==> src/rtl/wave_pkg.sv <==
// Shared constants, FSM state type and index-wrap helper for the wavetable reader.
package wave_pkg;

  localparam int IDX_W   = 16;
  localparam int PHASE_W = 32;
  localparam int DATA_W  = 16;

  typedef enum logic [2:0] {
    IDLE      = 3'd0,
    ISSUE_A   = 3'd1,
    ISSUE_B   = 3'd2,
    WAIT      = 3'd3,
    CAPTURE_B = 3'd4,
    OUTPUT    = 3'd5
  } wr_state_t;

  // Index of the second interpolation tap; wraps to 0 at the end of the table.
  function automatic logic [IDX_W-1:0] wrap_inc(input logic [IDX_W-1:0] idx,
                                                input logic [IDX_W-1:0] width);
    logic [IDX_W-1:0] nxt;
    nxt = idx + IDX_W'(1);
    return (nxt == width) ? '0 : nxt;
  endfunction

endpackage

==> src/rtl/lerp_unit.sv <==
// Registered linear interpolation: y = a + (((b - a) * frac8) >>> 8).
module lerp_unit #(
  parameter int DW = 16
) (
  input  logic          clk_in,
  input  logic          rst_in,
  input  logic [DW-1:0] a_i,
  input  logic [DW-1:0] b_i,
  input  logic [7:0]    frac8_i,
  input  logic          in_valid_i,
  output logic [DW-1:0] y_o,
  output logic          out_valid_o
);

  logic signed [DW:0]   diff;
  logic signed [DW+9:0] prod;
  logic signed [DW+9:0] shifted;
  logic        [DW-1:0] y_d;
  logic        [DW-1:0] y_q;
  logic                 valid_q;
  logic                 unused_hi;

  assign diff    = $signed({b_i[DW-1], b_i}) - $signed({a_i[DW-1], a_i});
  assign prod    = (DW+10)'(diff) * (DW+10)'($signed({1'b0, frac8_i}));
  assign shifted = prod >>> 8;
  // The blended value always lies between a and b, so the low bits carry the full result.
  assign y_d       = a_i + shifted[DW-1:0];
  assign unused_hi = ^shifted[DW+9:DW];

  // Capture the blend one cycle after its operands; output holds between pulses.
  always_ff @(posedge clk_in or negedge rst_in) begin
    if (!rst_in) begin
      y_q     <= '0;
      valid_q <= 1'b0;
    end else begin
      valid_q <= in_valid_i;
      if (in_valid_i) y_q <= y_d;
    end
  end

  assign y_o         = y_q;
  assign out_valid_o = valid_q;

endmodule

==> src/rtl/wave_reader.sv <==
// Wavetable playback reader: 16.16 phase accumulator, two-tap fetch, linear blend.
//
// state     | meaning
// ----------+-----------------------------------------------------------
// IDLE      | waiting for a sample tick
// ISSUE_A   | first tap address on the RAM port, phase advances
// ISSUE_B   | second (wrapped) tap address on the RAM port
// WAIT      | RAM pipeline latency; tap A captured on the last cycle
// CAPTURE_B | tap B on ram_data_in, fed straight into the blend stage
// OUTPUT    | blended sample presented with its valid pulse
//
// RAM_LATENCY must be at least 2 so that tap A lands in WAIT.
module wave_reader
  import wave_pkg::*;
#(
  parameter int DATA_WIDTH  = DATA_W,
  parameter int INDEX_WIDTH = IDX_W,
  parameter int FRAC_WIDTH  = PHASE_W - IDX_W,
  parameter int RAM_LATENCY = 2
) (
  input  logic                              clk_in,
  input  logic                              rst_in,
  input  logic                              sample_tick_in,
  input  logic                              note_on_in,
  input  logic [INDEX_WIDTH+FRAC_WIDTH-1:0] phase_inc_in,
  input  logic [INDEX_WIDTH-1:0]            wave_width_in,
  input  logic                              reload_in,
  output logic [INDEX_WIDTH-1:0]            osc_index_out,
  output logic                              osc_is_on_out,
  input  logic [DATA_WIDTH-1:0]             ram_data_in,
  output logic [DATA_WIDTH-1:0]             sample_out,
  output logic                              sample_valid_out,
  output logic                              overrun_out
);

  localparam int PW     = INDEX_WIDTH + FRAC_WIDTH;
  localparam int WAIT_W = 4;
  localparam logic [WAIT_W-1:0] WAIT_LOAD = WAIT_W'(RAM_LATENCY - 2);

  wr_state_t               state_q;
  logic [PW-1:0]           phase_q;
  logic [INDEX_WIDTH-1:0]  osc_index_q;
  logic                    osc_is_on_q;
  logic                    overrun_q;
  logic [7:0]              frac8_q;
  logic [DATA_WIDTH-1:0]   data_a_q;
  logic [WAIT_W-1:0]       wait_cnt_q;

  logic [INDEX_WIDTH-1:0]  idx_cur;
  logic                    idx_oob;
  logic                    gate_off;
  logic [PW-1:0]           width_ph;
  logic [PW-1:0]           phase_sum_d;
  logic [PW-1:0]           phase_sub_d;
  logic [PW-1:0]           phase_adv_d;

  logic [DATA_WIDTH-1:0]   lerp_a;
  logic [DATA_WIDTH-1:0]   lerp_b;
  logic [7:0]              lerp_frac;
  logic                    lerp_go;

  assign idx_cur     = phase_q[PW-1 -: INDEX_WIDTH];
  assign idx_oob     = idx_cur >= wave_width_in;
  assign gate_off    = !note_on_in || (wave_width_in == '0);
  assign width_ph    = {wave_width_in, {FRAC_WIDTH{1'b0}}};
  assign phase_sum_d = phase_q + phase_inc_in;
  assign phase_sub_d = phase_sum_d - width_ph;

  // Wrap the advanced phase once; a step larger than a whole table restarts at 0.
  always_comb begin
    phase_adv_d = phase_sum_d;
    if (phase_sum_d[PW-1 -: INDEX_WIDTH] >= wave_width_in) begin
      if (phase_sub_d[PW-1 -: INDEX_WIDTH] >= wave_width_in) phase_adv_d = '0;
      else                                                   phase_adv_d = phase_sub_d;
    end
  end

  // Blend-stage operands: silent zero for a gated tick, the two taps otherwise.
  always_comb begin
    lerp_a    = '0;
    lerp_b    = '0;
    lerp_frac = '0;
    lerp_go   = 1'b0;
    if (!reload_in) begin
      if (state_q == IDLE && sample_tick_in && gate_off) begin
        lerp_go = 1'b1;
      end else if (state_q == CAPTURE_B) begin
        lerp_a    = data_a_q;
        lerp_b    = ram_data_in;
        lerp_frac = frac8_q;
        lerp_go   = 1'b1;
      end
    end
  end

  // Fetch sequencer with registered RAM-port outputs and sticky overrun.
  always_ff @(posedge clk_in or negedge rst_in) begin
    if (!rst_in) begin
      state_q     <= IDLE;
      phase_q     <= '0;
      osc_index_q <= '0;
      osc_is_on_q <= 1'b0;
      overrun_q   <= 1'b0;
      frac8_q     <= '0;
      data_a_q    <= '0;
      wait_cnt_q  <= '0;
    end else if (reload_in) begin
      state_q     <= IDLE;
      phase_q     <= '0;
      osc_is_on_q <= 1'b0;
    end else begin
      if (sample_tick_in && state_q != IDLE) overrun_q <= 1'b1;
      case (state_q)
        IDLE: begin
          if (sample_tick_in) begin
            if (gate_off) begin
              phase_q <= '0;
            end else begin
              state_q     <= ISSUE_A;
              osc_is_on_q <= 1'b1;
              if (idx_oob) begin
                phase_q     <= '0;
                osc_index_q <= '0;
                frac8_q     <= '0;
              end else begin
                osc_index_q <= idx_cur;
                frac8_q     <= phase_q[FRAC_WIDTH-1 -: 8];
              end
            end
          end
        end
        ISSUE_A: begin
          phase_q     <= phase_adv_d;
          osc_index_q <= wrap_inc(osc_index_q, wave_width_in);
          state_q     <= ISSUE_B;
        end
        ISSUE_B: begin
          wait_cnt_q <= WAIT_LOAD;
          state_q    <= WAIT;
        end
        WAIT: begin
          if (wait_cnt_q == '0) begin
            data_a_q <= ram_data_in;
            state_q  <= CAPTURE_B;
          end else begin
            wait_cnt_q <= wait_cnt_q - WAIT_W'(1);
          end
        end
        CAPTURE_B: begin
          osc_is_on_q <= 1'b0;
          state_q     <= OUTPUT;
        end
        OUTPUT:  state_q <= IDLE;
        default: state_q <= IDLE;
      endcase
    end
  end

  lerp_unit #(.DW(DATA_WIDTH)) u_lerp (
    .clk_in      (clk_in),
    .rst_in      (rst_in),
    .a_i         (lerp_a),
    .b_i         (lerp_b),
    .frac8_i     (lerp_frac),
    .in_valid_i  (lerp_go),
    .y_o         (sample_out),
    .out_valid_o (sample_valid_out)
  );

  assign osc_index_out = osc_index_q;
  assign osc_is_on_out = osc_is_on_q;
  assign overrun_out   = overrun_q;

endmodule

==> config.mk <==
export PLATFORM = sky130hd
export DESIGN_NAME = wave_reader
export DESIGN_NICKNAME = d
export VERILOG_FILES = /design/src/rtl/wave_pkg.sv /design/src/rtl/lerp_unit.sv /design/src/rtl/wave_reader.sv
export SDC_FILE = /design/constraint.sdc
export NUM_CORES = 1
export LEC_CHECK = 0
export ABC_AREA = 1
export BUFFER_PORTS_ARGS = -buffer_cell sky130_fd_sc_hd__buf_2
export CORE_UTILIZATION = 46
export DETAILED_ROUTE_END_ITERATION = 10
export SLEW_MARGIN = 10
export SYNTH_ARGS = -nofsm -noshare
export SYNTH_HDL_FRONTEND = slang
export SYNTH_SLANG_ARGS = --single-unit
==> constraint.sdc <==
create_clock -name clk_in -period 22 [get_ports clk_in]
set_input_delay 0 -clock clk_in [delete_from_list [all_inputs] [get_ports clk_in]]
set_output_delay 0 -clock clk_in [all_outputs]
set_load 0.05 [all_outputs]
# --- After elaboration in Yosys (flattened, before gate mapping) ---
# Cells that the tools add are included.
# W data, S select, Z words.
totals:
  register_bits: 98
  input_bits: 69
  output_inout_bits: 35
  word_cells: 91
op_classes:
  n_addsub: 6
  n_mul: 1
  n_lt_le_gt_ge: 3
  n_eq_ne: 12
  muxes: 36
  bitwise_logic: 2
  reduce_logical: 21
op_table:
  columns: ["operator", "n"]
  rows:
  - ["$mux W32", 6]
  - ["$mux W16", 10]
  - ["$pmux W32 S2", 1]
  - ["$ge A16 B16 Y1", 3]
  - ["$add A32 B32 Y32", 1]
  - ["$mux W8", 4]
  - ["$pmux W16 S2", 1]
  - ["$sub A32 B32 Y32", 1]
  - ["$mul A17 B9 Y24", 1]
  - ["$sub A16 B16 Y17", 1]
  - ["$add A16 B1 Y16 const B", 1]
  - ["$add A16 B16 Y16", 1]
  - ["$eq A16 B16 Y1", 1]
  - ["$logic_not A16 Y1", 1]
  - ["$pmux W3 S5", 1]
  - ["$reduce_and A3 Y1", 5]
  - ["$mux W3", 4]
  - ["$ne A3 B3 Y1 const B", 3]
  - ["$reduce_bool A3 Y1", 3]
  - ["$pmux W4 S2", 1]
  - ["$reduce_and A4 Y1", 2]
  - ["$eq A3 B2 Y1 const B", 2]
  - ["$mux W1", 6]
  - ["$ne A2 B2 Y1 const B", 3]
  - ["14 further kinds", 18]

# --- Logic depth before layout (Yosys ltp) ---
depth:
  ltp_word: 8
  mapped_depth: 48
  mapped_depth_nobuf: 47

# --- Hierarchy ---
# From an unflattened synthesis, not the netlist that was laid out.
hier_totals:
  cells_unflattened: 2262
  hier_area_um2: 15274.6
modules_own_cells:
  columns: ["mod", "instances", "cells_per_inst", "area_each_um2", "seq_area_each_um2"]
  rows:
  - ["wave_reader", 1, 1341, 8565.7, 2026.9]
  - ["lerp_unit", 1, 921, 6708.9, 425.4]

# --- Worst setup path before layout ---
# No wires, ideal clock.
synth_path:
  kind: "reg-to-reg"
  start: "register state_q[0]"
  end: "register u_lerp.y_q[15], in the netlist u_lerp.y_o[15]"
  setup_time_ns: 0.118
  arrival_time_ns: 7.407
  required_ns: 21.882
  slack_ns: 14.475
  stages_incl_launch_ff: 44
  n_path_buf: 3
  period_less_slack_ns: 7.525
  path_cell_list: "dfrtp_1 nor2_4 nand2_1 buf_2 clkbuf_1 nor2_1 ha_1 inv_1 fa_1 nand2_1 nand3_1 nand3_1 nand2_1 a21oi_1 inv_1 a31oi_1 or2_2 clkbuf_1 [... 8 more ...] ha_1 nand2_1 nor2_1 nand2_1 o221a_2 nand2_1 xor2_1 inv_1 ha_1 inv_1 nor4_1 nand3_1 nand2_1 nand2_1 nand2_1 nand3_1 nand3_1 nand2_1"
synth_between:
  elab_chain_cells: 8
  word_cells_on_any_way: 19
  cone_classes: "add/sub: 2; mul: 1; eq/ne: 1; mux: 12; reduce/logical: 3"
synth_rtl:
  columns: ["item", "line", "source"]
  rows:
  - ["from (decl)", "wave_reader.sv:40", "wr_state_t state_q;"]
  - ["from (signal assigned)", "wave_reader.sv:99", "state_q <= IDLE;"]
  - ["from (signal assigned)", "wave_reader.sv:108", "state_q <= IDLE;"]
  - ["from (signal assigned)", "wave_reader.sv:119", "state_q <= ISSUE_A;"]
  - ["$logic_not A3 Y1", "wave_reader.sv:85", "if (state_q == IDLE && sample_tick_in && gate_off) begin"]
  - ["$logic_and A1 B1 Y1 (2 in series)", "wave_reader.sv:85", null]
  - ["$mux W16", "wave_reader.sv:85", null]
  - ["$mux W16", "wave_reader.sv:84", "if (!reload_in) begin"]
  - ["$sub A16 B16 Y17", "lerp_unit.sv:23", "assign diff = $signed({b_i[DW-1], b_i}) - $signed({a_i[DW-1], a_i});"]
  - ["$mul A17 B9 Y24", "lerp_unit.sv:24", "assign prod = (DW+10)'(diff) * (DW+10)'($signed({1'b0, frac8_i}));"]
  - ["$add A16 B16 Y16", "lerp_unit.sv:27", "assign y_d = a_i + shifted[DW-1:0];"]
  - ["to (signal assigned)", "lerp_unit.sv:37", "if (in_valid_i) y_q <= y_d;"]
  - ["to (decl)", "lerp_unit.sv:19", "logic [DW-1:0] y_q;"]
# Several ways; a longest one is shown, not always the timed one.
# A chain may end at the register's enable or synchronous reset.

# --- Worst setup path after layout ---
# Same ends and word-level chain as after synthesis.

==> results.yml <==
logic_synthesis:
  async_flop_share: 1.00
  syn_area_per_cell_sq_um: 6.75
  ys_warn_count: 0
  ys_seq_area_frac: 0.162
  syn_inst: 2246
  synth_cell_types: 53
  ys_ff_latch: 98
  synth_edf_count: 0
  syn_area_sq_um: 15200
  ys.flop_type: "dfrtp_1"
  synth_nets: 2577
worst_hold_path:
  hold_path_class: "in2reg"
routing:
  avgRoutedWirePerCell_um: 16.0
  vias: 14600
  drt-total-wl_um: 44900
  drtIter0Drc: 795
  drc_errors: 1
  viasPerCell: 5.20
  ant_nets: 0
  dr.pass1.iters: 10
sta:
  fmax_mhz: 117
  drv_slew: 0
  period_share: 0.389
  setup_viol: 0
  slew_headroom: 0.135
  finalCriticalPeriod_ns: 8.56
  hold_viol: 0
  rsz0062_at_grt: "false"
  skew_ns: 0.0167
  worstMarginPinSlew_ns: 1.30
  final.setup.worst_slack_ns: 13.44
  fin_setup_tns_ns: 0
setup_path:
  endpoint_kind: "register"
  crit_fanout: 39
  cp_slowest_cell: "fa_1"
  r2r_slack_ns: 13.44
  path_class: "reg2reg"
  worstPathRequired_ns: 22.28
  cp_slowest_stage_delay_ns: 0.55
  cp-start-kind: "register"
  arrival_ns: 8.83
  cpMostUsedCell: "inv_1"
  cp.buffers_inverters: 11
  path_delay_family: "adder cells"
final_layout:
  fin_area_sq_um: 16600
  instances_no_fill: 2798
  layout_commonest_cell: "nand2_1"
  drive_gt1_frac: 0.0751
  final_cell_mix: "nand2_1, inv_1, nor2_1, ha_1, nand3_1"
  nFillCells: 3387
  nNetsFinal: 2682
  antennaDiodeCount: 0
  syn_to_final_growth_pct: 9.66
place:
  placed_cells: 2763
  port_buffers: 103
  hpwl_um: 37300
  place_area_sq_um: 16100
  dp_slack_ns: 13.54
  place_congestion: 0.933
clock_network:
  cts_setup_buffers: 0
  cts_root_buffer: "clkbuf_16"
  path_clk_slew_ns: 0.08
  numCtsBuffers: 9
  cts_tree: "done"
  htreeDepth: 3
  cts_hold_buf: 19
  clk_latency_ns: 0.39
  ctsLongestPathBuffers: 2
  cts_resized: 0
  cts.sinks: 98
outcome:
  outcome: "finished, violations left"
  violations: "design-rule violations"
pwr:
  peakVddDrop_v: 0.0000591
  p_per_area_nw_per_um2: 72.1
  power_w: 0.00120
  p_leak_nw: 9.20
die:
  dieArea_sq_um: 33700
  core_area_sq_um: 32500
  num_rows: 66
  initial_core_util: 0.467
  fp.dieW_um: 184
  pin_count: 104
  fp.dieH_um: 184
global_route:
  grt_pass1_vias: 14500
  antenna_found_initial: 0
  grt_overflow: 0
  grt_pass1_wl_um: 72600
  grt_max_degree: 66
  grtUsageTotal: 0.275
flow_run:
  maxCapViolations: 0
## cells in the mapped netlist (11+ instances only)
library cell	count	area share
o21ai_0	107	0.035
nor2_1	206	0.051
nand2_1	582	0.14
nand4_1	41	0.017
xor2_1	47	0.027
a21o_1	12	0.0059
dfrtp_1	98	0.16
ha_1	156	0.13
fa_1	106	0.14
o21bai_1	11	0.0054
nor3_1	27	0.0089
clkbuf_1	24	0.0059
a21oi_1	127	0.042
or2_2	15	0.0062
nand3_2	11	0.0073
inv_1	423	0.10
nand3_1	131	0.043
xnor2_1	26	0.015
## power breakdown
group / internal, W / switching, W
clock: 0.0000898 / 0.0000816
combinational: 0.000244 / 0.000497
sequential: 0.000234 / 0.0000514
## worst register-to-register path, delay by kind of cell, from the launching register on
kind,cells,cell delay [ns]
DFF,1,0.45
adders and majority gates,7,3.07
and+or+nand+nor,18,2.62
xor gates and xnor gates,1,0.20
buffers and inverters,11,1.14
AOI/OAI and AO/OA,6,0.96
## cell type report
class | count | area (sq um) | share of cell area
multi-input combinational | 1685 | 11000 | 0.659
sequential | 98 | 2450 | 0.148
inverter | 430 | 1610 | 0.0971
timing repair buffer | 127 | 746 | 0.0449
tap | 442 | 553 | 0.0333
clock buffer | 10 | 229 | 0.0138
clock inverter | 6 | 73.8 | 0.00444
## metrics by stage
stage / util / hold slack [ns]
floorplan: - / -0.296
global placement: 0.497 / -0.0170
detailed placement: 0.497 / -0.0150
CTS: 0.512 / 0.0331
global route: 0.512 / 0.0530
finish: 0.512 / 0.0470
## sequential cells by signal (all words and copies together), names as in the netlist, 3 cells and up
register       flops
phase_q           32
data_a_q          16
osc_index_out     16
u_lerp.y_o        16
frac8_q            8
wait_cnt_q         4
state_q            3
## worst paths after layout
path	from	endpoint	cells after the start
max reg2reg	state_q[0]	u_lerp.y_o[15]	43
min reg2reg	u_lerp.y_o[0]	u_lerp.y_o[0]	2
max	state_q[0]	u_lerp.y_o[15]	43
min	phase_inc_in[1]	phase_q[1]	4
max in group asynchronous	rst_in	phase_q[4]	3
min in group asynchronous	rst_in	data_a_q[13]	2
## layer usage
metal  global-route usage  vias up  part of all wire
met5                    0        -                 0
met4                0.103        0             0.030
met3               0.0279       71             0.029
met2                0.507      300              0.51
met1                0.326     6865              0.43
li1                     -     7322                 -
## cell families after synthesis
| logic type | synth area share |
|---|---|
| AO/OA/AOI/OAI | 0.107 |
| XOR/XNOR | 0.0497 |
| AND/OR/NAND/NOR | 0.297 |
| flip-flops | 0.162 |
| buffers and inverters | 0.116 |
| adder cells (fa/ha/maj) | 0.269 |
Power figures use the tool's default switching activity.
